File: config.mk
export PLATFORM = sky130hd
export DESIGN_NAME = dma_ctrl_flat
export DESIGN_NICKNAME = d
export VERILOG_FILES = /design/src/rtl/dma_ctrl_if.sv /design/src/rtl/dma_ctrl.sv /design/src/flat_wrapper.sv
export SDC_FILE = /design/constraint.sdc
export NUM_CORES = 1
export LEC_CHECK = 0
export CORE_MARGIN = 3
export CORE_UTILIZATION = 45
export DETAILED_ROUTE_END_ITERATION = 10
export PLACE_DENSITY = 0.68
export SETUP_SLACK_MARGIN = 0.1
export SLEW_MARGIN = 20
export SYNTH_ARGS = -nofsm -noshare
export SYNTH_HDL_FRONTEND = slang
export SYNTH_SLANG_ARGS = --single-unit
File: constraint.sdc
create_clock -name clk -period 2 [get_ports clk]
set_input_delay 0.4 -clock clk [delete_from_list [all_inputs] [get_ports clk]]
set_output_delay 0.4 -clock clk [all_outputs]
set_load 0.05 [all_outputs]
File: src/rtl/dma_ctrl_if.sv
// Bus bundle for dma_ctrl: CPU register port plus the DMA master port.
// slave is the DMA controller's view, master is the system/CPU side.
interface dma_ctrl_if;
  logic        cs;
  logic        we;
  logic [2:0]  addr;
  logic [7:0]  din;
  logic [7:0]  dout;
  logic        rdy;
  logic        bus_own;
  logic [15:0] m_addr;
  logic [7:0]  m_dout;
  logic        m_we;
  logic [7:0]  m_din;
  logic        irq;

  modport slave (
    input  cs, we, addr, din, m_din,
    output dout, rdy, bus_own, m_addr, m_dout, m_we, irq
  );

  modport master (
    output cs, we, addr, din, m_din,
    input  dout, rdy, bus_own, m_addr, m_dout, m_we, irq
  );
endinterface

File: src/rtl/dma_ctrl.sv
// Single-channel memory-to-memory DMA with copy and fill modes.
// Copy moves one byte per RD/WR pair, fill writes one byte per clock.
module dma_ctrl (
  input  logic      clk,
  input  logic      rst,
  dma_ctrl_if.slave bus
);

  typedef enum logic [2:0] {StIdle, StArm, StRd, StWr, StFin} state_e;

  state_e      state_q, state_d;
  logic [15:0] src_q, src_d, dst_q, dst_d, len_q, len_d, maddr_q, maddr_d;
  logic [7:0]  fill_q, fill_d, dout_q, dout_d;
  logic        ie_q, ie_d, fmode_q, fmode_d, sfix_q, sfix_d;
  logic        done_q, done_d, irq_q, irq_d, own_q, own_d, mwe_q, mwe_d;
  logic        busy, wr_en, rd_en, stat_rd, start;
  logic [7:0]  stat;

  always_comb begin
    busy    = (state_q != StIdle);
    wr_en   = bus.cs & bus.we & ~busy;
    rd_en   = bus.cs & ~bus.we;
    stat_rd = rd_en & (bus.addr == 3'd6);
    start   = wr_en & (bus.addr == 3'd6) & bus.din[0];
    stat    = {busy, done_q, 3'b000, fmode_q, ie_q, 1'b0};

    state_d = state_q;
    src_d   = src_q;
    dst_d   = dst_q;
    len_d   = len_q;
    fill_d  = fill_q;
    ie_d    = ie_q;
    fmode_d = fmode_q;
    sfix_d  = sfix_q;
    done_d  = done_q;
    irq_d   = irq_q;
    dout_d  = dout_q;

    if (wr_en) begin
      case (bus.addr)
        3'd0: src_d[7:0]  = bus.din;
        3'd1: src_d[15:8] = bus.din;
        3'd2: dst_d[7:0]  = bus.din;
        3'd3: dst_d[15:8] = bus.din;
        3'd4: len_d[7:0]  = bus.din;
        3'd5: len_d[15:8] = bus.din;
        3'd6: begin
          ie_d    = bus.din[1];
          fmode_d = bus.din[2];
          sfix_d  = bus.din[3];
        end
        3'd7: fill_d = bus.din;
      endcase
    end

    if (start || stat_rd) begin
      done_d = 1'b0;
      irq_d  = 1'b0;
    end

    unique case (state_q)
      StIdle: if (start) state_d = (len_q != 16'h0000) ? StArm : StFin;
      StArm:  state_d = fmode_q ? StWr : StRd;
      StRd:   state_d = StWr;
      StWr: begin
        dst_d = dst_q + 16'h0001;
        if (!(sfix_q || fmode_q)) src_d = src_q + 16'h0001;
        len_d = len_q - 16'h0001;
        if (len_q == 16'h0001) state_d = StFin;
        else                   state_d = fmode_q ? StWr : StRd;
      end
      StFin: begin
        // Completion is evaluated last so it wins over a same-cycle STAT read.
        state_d = StIdle;
        done_d  = 1'b1;
        irq_d   = ie_q;
      end
      default: state_d = StIdle;
    endcase

    // Zero-length jobs go IDLE->FIN and never take the bus.
    if (state_d == StArm)       own_d = 1'b1;
    else if (state_d == StIdle) own_d = 1'b0;
    else                        own_d = own_q;

    mwe_d = (state_d == StWr);
    if (state_d == StRd)      maddr_d = src_d;
    else if (state_d == StWr) maddr_d = dst_d;
    else                      maddr_d = maddr_q;

    if (rd_en) begin
      case (bus.addr)
        3'd0: dout_d = src_q[7:0];
        3'd1: dout_d = src_q[15:8];
        3'd2: dout_d = dst_q[7:0];
        3'd3: dout_d = dst_q[15:8];
        3'd4: dout_d = len_q[7:0];
        3'd5: dout_d = len_q[15:8];
        3'd6: dout_d = stat;
        3'd7: dout_d = fill_q;
      endcase
    end
  end

  always_ff @(posedge clk or negedge rst) begin
    if (!rst) begin
      state_q <= StIdle;
      src_q   <= 16'h0000;
      dst_q   <= 16'h0000;
      len_q   <= 16'h0000;
      maddr_q <= 16'h0000;
      fill_q  <= 8'h00;
      dout_q  <= 8'h00;
      ie_q    <= 1'b0;
      fmode_q <= 1'b0;
      sfix_q  <= 1'b0;
      done_q  <= 1'b0;
      irq_q   <= 1'b0;
      own_q   <= 1'b0;
      mwe_q   <= 1'b0;
    end else begin
      state_q <= state_d;
      src_q   <= src_d;
      dst_q   <= dst_d;
      len_q   <= len_d;
      maddr_q <= maddr_d;
      fill_q  <= fill_d;
      dout_q  <= dout_d;
      ie_q    <= ie_d;
      fmode_q <= fmode_d;
      sfix_q  <= sfix_d;
      done_q  <= done_d;
      irq_q   <= irq_d;
      own_q   <= own_d;
      mwe_q   <= mwe_d;
    end
  end

  // Read data from the synchronous memory arrives in WR, so copy data passes straight through.
  assign bus.m_dout  = (state_q != StWr) ? 8'h00 : (fmode_q ? fill_q : bus.m_din);
  assign bus.dout    = dout_q;
  assign bus.rdy     = ~own_q;
  assign bus.bus_own = own_q;
  assign bus.m_addr  = maddr_q;
  assign bus.m_we    = mwe_q;
  assign bus.irq     = irq_q;

endmodule

File: src/flat_wrapper.sv
// flat-port wrapper written by rule: the top's interface ports become plain ports
module dma_ctrl_flat 
  (clk, rst, bus_cs, bus_we, bus_addr, bus_din, bus_m_din, bus_dout, bus_rdy, bus_bus_own, bus_m_addr, bus_m_dout, bus_m_we, bus_irq);
  dma_ctrl_if bus_i ();
  input  logic clk;
  input  logic rst;
  input wire logic [$bits(bus_i.cs)-1:0] bus_cs;
  input wire logic [$bits(bus_i.we)-1:0] bus_we;
  input wire logic [$bits(bus_i.addr)-1:0] bus_addr;
  input wire logic [$bits(bus_i.din)-1:0] bus_din;
  input wire logic [$bits(bus_i.m_din)-1:0] bus_m_din;
  output wire logic [$bits(bus_i.dout)-1:0] bus_dout;
  output wire logic [$bits(bus_i.rdy)-1:0] bus_rdy;
  output wire logic [$bits(bus_i.bus_own)-1:0] bus_bus_own;
  output wire logic [$bits(bus_i.m_addr)-1:0] bus_m_addr;
  output wire logic [$bits(bus_i.m_dout)-1:0] bus_m_dout;
  output wire logic [$bits(bus_i.m_we)-1:0] bus_m_we;
  output wire logic [$bits(bus_i.irq)-1:0] bus_irq;
  assign bus_i.cs = bus_cs;
  assign bus_i.we = bus_we;
  assign bus_i.addr = bus_addr;
  assign bus_i.din = bus_din;
  assign bus_i.m_din = bus_m_din;
  assign bus_dout = bus_i.dout;
  assign bus_rdy = bus_i.rdy;
  assign bus_bus_own = bus_i.bus_own;
  assign bus_m_addr = bus_i.m_addr;
  assign bus_m_dout = bus_i.m_dout;
  assign bus_m_we = bus_i.m_we;
  assign bus_irq = bus_i.irq;
  dma_ctrl u_core (.clk(clk), .rst(rst), .bus(bus_i));
endmodule
Yosys cells after proc, flatten, opt, wreduce, memory -nomap -nowiden

Cells that the tools add are included.

Output and inout bits: 36
Logic and storage cells: 88
Register bits: 90
ROM bits: 0
Bits in writable memories: 0
Bits of input ports: 23
Latch bits: 0
Memories kept: 0

Reduce and logical (&&, ||, !) cells: 17
Eq/ne operators: 16
Muxes and demuxes: 28
Order comparisons: 0
Multipliers: 0
Shift operators: 0
Div/mod/pow operators: 0
Add/subtract/negate cells: 3
Bitwise logic cells: 9

Operators with widths:

| kind                    | count |
|---|---|
| $mux W16                | 9 |
| $mux W8                 | 8 |
| $pmux W8 S8             | 1 |
| $add A16 B1 Y16 const B | 2 |
| $eq A3 B2 Y1 const B    | 6 |
| $eq A16 B1 Y1 const B   | 1 |
| $reduce_bool A16 Y1     | 1 |
| $sub A16 B1 Y16 const B | 1 |
| $eq A3 B3 Y1 const B    | 5 |
| $pmux W3 S4             | 1 |
| $reduce_bool A2 Y1      | 6 |
| $eq A3 B1 Y1 const B    | 3 |
| $logic_not A3 Y1        | 3 |
| $mux W3                 | 3 |
| $reduce_and A2 Y1       | 4 |
| $and A1 B1 Y1           | 6 |
| $mux W1                 | 6 |
| $ne A3 B2 Y1 const B    | 1 |
| $not A1 Y1              | 3 |
| $reduce_bool A3 Y1      | 1 |
| $logic_or A1 B1 Y1      | 2 |

Depth between registers and ports, before layout

Depth in word-level cells: 10
Mapped depth: 8
Mapped depth without buffers: 7

Worst setup path before layout

No wires, ideal clock.

Path type: register to output
Start: reg u_core.state_q[2]
End: out bus_m_dout[0]
Stages on the path, launching flop included: 7
Arrival time: 2.039 ns
Slack: -0.439 ns
Data required time: 1.600 ns
Buffers on the path: 4
Path through: dfrtp_1 > nand3b_4 > clkbuf_1 > buf_2 > clkbuf_1 > clkbuf_1 > nor2_1

Longest elaborated chain between the ends: 2

RTL lines:

| element                | line               | text |
|---|---|---|
| start, declared        | dma_ctrl.sv:11     | `state_e state_q, state_d;` |
| start signal, assigned | dma_ctrl.sv:107    | `state_q <= StIdle;` |
| start signal, assigned | dma_ctrl.sv:122    | `state_q <= state_d;` |
| $ne A3 B2 Y1           | dma_ctrl.sv:140    | `assign bus.m_dout = (state_q != StWr) ? 8'h00 : (fmode_q ? fill_q : bus.m_din);` |
| $mux W8                | dma_ctrl.sv:140    |  |
| end, declared          | flat_wrapper.sv:16 | `output wire logic [$bits(bus_i.m_dout)-1:0] bus_m_dout;` |

Every way passes these cells.

Worst setup path after layout

Start: reg u_core.state_q[2]
End: reg u_core.maddr_q[2], in the netlist u_core.bus.m_addr[2]

Elaborated cells on any way between the ends: 21
Classes of those cells: eq/ne: 5; mux: 9; bitwise: 4; reduce/logical: 3

RTL lines:

| element                   | line            | text |
|---|---|---|
| $reduce_bool A3 Y1        | dma_ctrl.sv:20  | `busy = (state_q != StIdle);` |
| $not A1 Y1                | dma_ctrl.sv:21  | `wr_en = bus.cs & bus.we & ~busy;` |
| $and A1 B1 Y1             | dma_ctrl.sv:21  |  |
| $mux W16                  | dma_ctrl.sv:39  | `if (wr_en) begin` |
| $mux W16 *                | dma_ctrl.sv:61  | `unique case (state_q)` |
| named net u_core.dst_d[2] | dma_ctrl.sv:12  | `logic [15:0] src_q, src_d, dst_q, dst_d, len_q, len_d, maddr_q, maddr_d;` |
| $mux W16 *                | dma_ctrl.sv:88  | `else if (state_d == StWr) maddr_d = dst_d;` |
| $mux W16 *                | dma_ctrl.sv:87  | `if (state_d == StRd) maddr_d = src_d;` |
| end signal, assigned      | dma_ctrl.sv:126 | `maddr_q <= maddr_d;` |
| end, declared             | dma_ctrl.sv:12  |  |

Mark *: on every way through the listed nets, which the timed path passes. The rest lies on a longest branch. The select of a mux whose other input is x is not followed.
A chain may end at the register's enable or synchronous reset.

==> metrics <==
run status=complete, but fails checks; failing checks=negative setup slack; Seq cells post-synth=90; Power Density=530 mW/mm2; sequential area share after synthesis=0.404; register area=0.00226 mm2; Area after DPL=between 0.007 and 0.008 mm2; syn_area_per_cell=9.08 um2; Clock Path Buffers=2; post-route ant nets=0; Crit Path Max Fanout=5; CTS root buf=clkbuf_16; fin crit share=1.06; initial antenna violation count=0; Initial Util=0.462; Final Skew=0.00841 ns; Post-Place Worst Slack=-0.671 ns; pin count of the biggest net entering global routing=57; overall power=~4.7 mW; H-Tree Level Count=3; # setup viols final=18; Final HPWL DP=16.7 mm; Crit Path Class=flop to flop; MaxCap Viol Count=0; fin crit period=roughly 2.1 ns; share of layout cells above drive strength 1=0.441; Fmax=roughly 470 MHz; dpl cells=958; setup TNS=-0.953 ns; Multi-input gate area=0.00378 mm2; unrepaired setup endpoints after global routing=yes; Clk Latency, worst-skew pair=between 0.3 and 0.4 ns; critical path arrival=2.36 ns; post-route cell area=0.00892 mm2; first-pass GRT wire length=about 35 mm; Slew headroom=0.622; Synth Warn #=0; routed vias/inst=6.36; Worst EP required=2.24 ns; drt wl/cell=23.8 um; filler cell count=846; ANT cells=0; clk sink count=90; port bufs=58; WHS=0.430 ns; synth-to-layout area growth=60.0%; Startpoint Class=flop; Total Wirelength=23.8 mm; Leakage=3.90 nW; main flop type after synthesis=dfrtp_1; vias in the first global route=6,055; NumNets Final=855; standard-cell row count=40; Slew @ Worst Pin=0.565 ns; Setup WS post-layout=-0.122 ns; Worst Hold Class=primary input to asynchronous set/reset pin; Post-synth EDFFs=0; DR vias=approximately 6,400; overflow left after global routing=0; asr flop ratio synth=1.00; Max Slew Vio Count=0; DIE AREA=0.0138 mm2; Mapped Nets=642; maximum VDD drop=0.000411 V; Die Height=117 um; Worst-path clk slew=around 0.07 ns; Cell Area, Synth=0.00557 mm2; Non-Filler Instances=about 1,000; io pins=a little under 60; Worst R2R Setup Slack=-0.12 ns; GRT Total Usage=0.345; CTS tree=built; First DRT Iteration DRCs=906; core footprint=0.0121 mm2; chip width=117 um; GPL Wtd Cong=0.985; DRC Markers=0; Layout Utilization=0.740; TritonCTS buffer count=9; Synth Instances=approximately 610; First-pass DRT Iterations=6; CP endpoint kind=flop; Netlist cell types=77; Fin. Hold Viols=0
## worst max-delay path, cell delays in order (launching register included)
cell	delay, ns
dfrtp_2	0.46
or4bb_4	0.62
o21ai_4	0.18
o21ai_1	0.09
a221o_1	0.33
a221o_1	0.33
## cell usage after synthesis (11+ instances only)
| cell type | n | share of area |
|---|---|---|
| dfrtp_1 | 90 | 0.40 |
| inv_1 | 18 | 0.012 |
| o21ai_0 | 28 | 0.025 |
| and2_1 | 12 | 0.013 |
| and3_1 | 12 | 0.013 |
| mux2i_1 | 19 | 0.034 |
| nand3_1 | 20 | 0.018 |
| mux2_2 | 14 | 0.028 |
| nor2_1 | 62 | 0.042 |
| clkbuf_1 | 23 | 0.015 |
| a211oi_1 | 11 | 0.015 |
| nand2_1 | 52 | 0.035 |
| nand4_1 | 17 | 0.019 |
| a21oi_1 | 27 | 0.024 |
| o22ai_1 | 15 | 0.017 |
## final cells by class
cell class                      count  area share
Multi-Input combinational cell    466       0.423
Timing Repair Buffer              242       0.258
Sequential cell                    90       0.253
Clock buffer                        9      0.0252
Tap cell                          168      0.0236
Clock inverter                      7     0.00870
Inverter                           18     0.00799
## state kept, by name (all words and copies together), names as in the netlist, 3 cells and up
name / cells
u_core.dst_q: 16
u_core.bus.m_addr: 16
u_core.fill_q: 8
u_core.bus.dout: 8
u_core.len_q: 16
u_core.state_q: 3
u_core.src_q: 16
## cell families after synthesis
group,synth area share
AOI/OAI and AO/OA,0.233
xor gates and xnor gates,0.00157
adders and majority gates,0.0112
buffers and inverters,0.0426
DFF,0.404
muxes,0.0705
and+or+nand+nor,0.237
## placed cells by master (no fill, tap or decap), types with 6 or more instances in the layout
master           instances
buf_4                  147
dfrtp_1                 85
nand2_1                 44
nor2_1                  38
dlygate4sd2_1           29
buf_6                   24
nand3_1                 18
nor2_4                  18
a21oi_1                 18
inv_1                   17
nand4_1                 17
buf_12                  17
clkdlybuf4s50_1         16
o21ai_0                 15
mux2_2                  12
clkbuf_16               12
mux2i_1                 10
and2_1                  10
a221o_1                 10
and3_1                   9
a31oi_1                  9
o21ai_1                  9
o22ai_1                  9
nor3_1                   8
a21oi_2                  8
or3_1                    7
nor2b_1                  7
mux2i_2                  7
nand2_2                  7
o211ai_1                 7
nor2_2                   6
a211oi_1                 6
## final timing paths
check / startpoint / to / cells after the start
worst min-delay path: rst / u_core.src_q[10] / 2
worst max-delay path: u_core.state_q[2] / u_core.bus.m_addr[2] / 5
max in group asynchronous: rst / u_core.len_q[3] / 3
worst max register to register: u_core.state_q[2] / u_core.bus.m_addr[2] / 5
worst min register to register: u_core.bus.dout[6] / u_core.bus.dout[6] / 2
min in group clk: u_core.bus.dout[6] / u_core.bus.dout[6] / 2
## repair_timing
action,in CTS,in global routing
endpoints found under the hold margin,11,0
buffers inserted,11,12
gates cloned,2,3
gates resized for setup,129,84
pin swaps,36,51
setup endpoints to repair,91,74
hold buffers,1,0
## power breakdown
group	leakage [nW]	total, mW	internal, mW	switching [mW]
sequential	1.08	2.00	1.92	0.0737
clock	0.134	1.78	0.976	0.799
combinational	2.68	0.955	0.397	0.558
## per-layer routing
metal / global-route usage / wire length, um / share of wire
met5: 0 / 0 / 0
met2: 0.508 / 10500 / 0.44
met3: 0.0823 / 2650 / 0.11
met1: 0.485 / 9590 / 0.40
met4: 0.144 / 1090 / 0.046
Note: power is estimated with default switching activity, not from simulation.
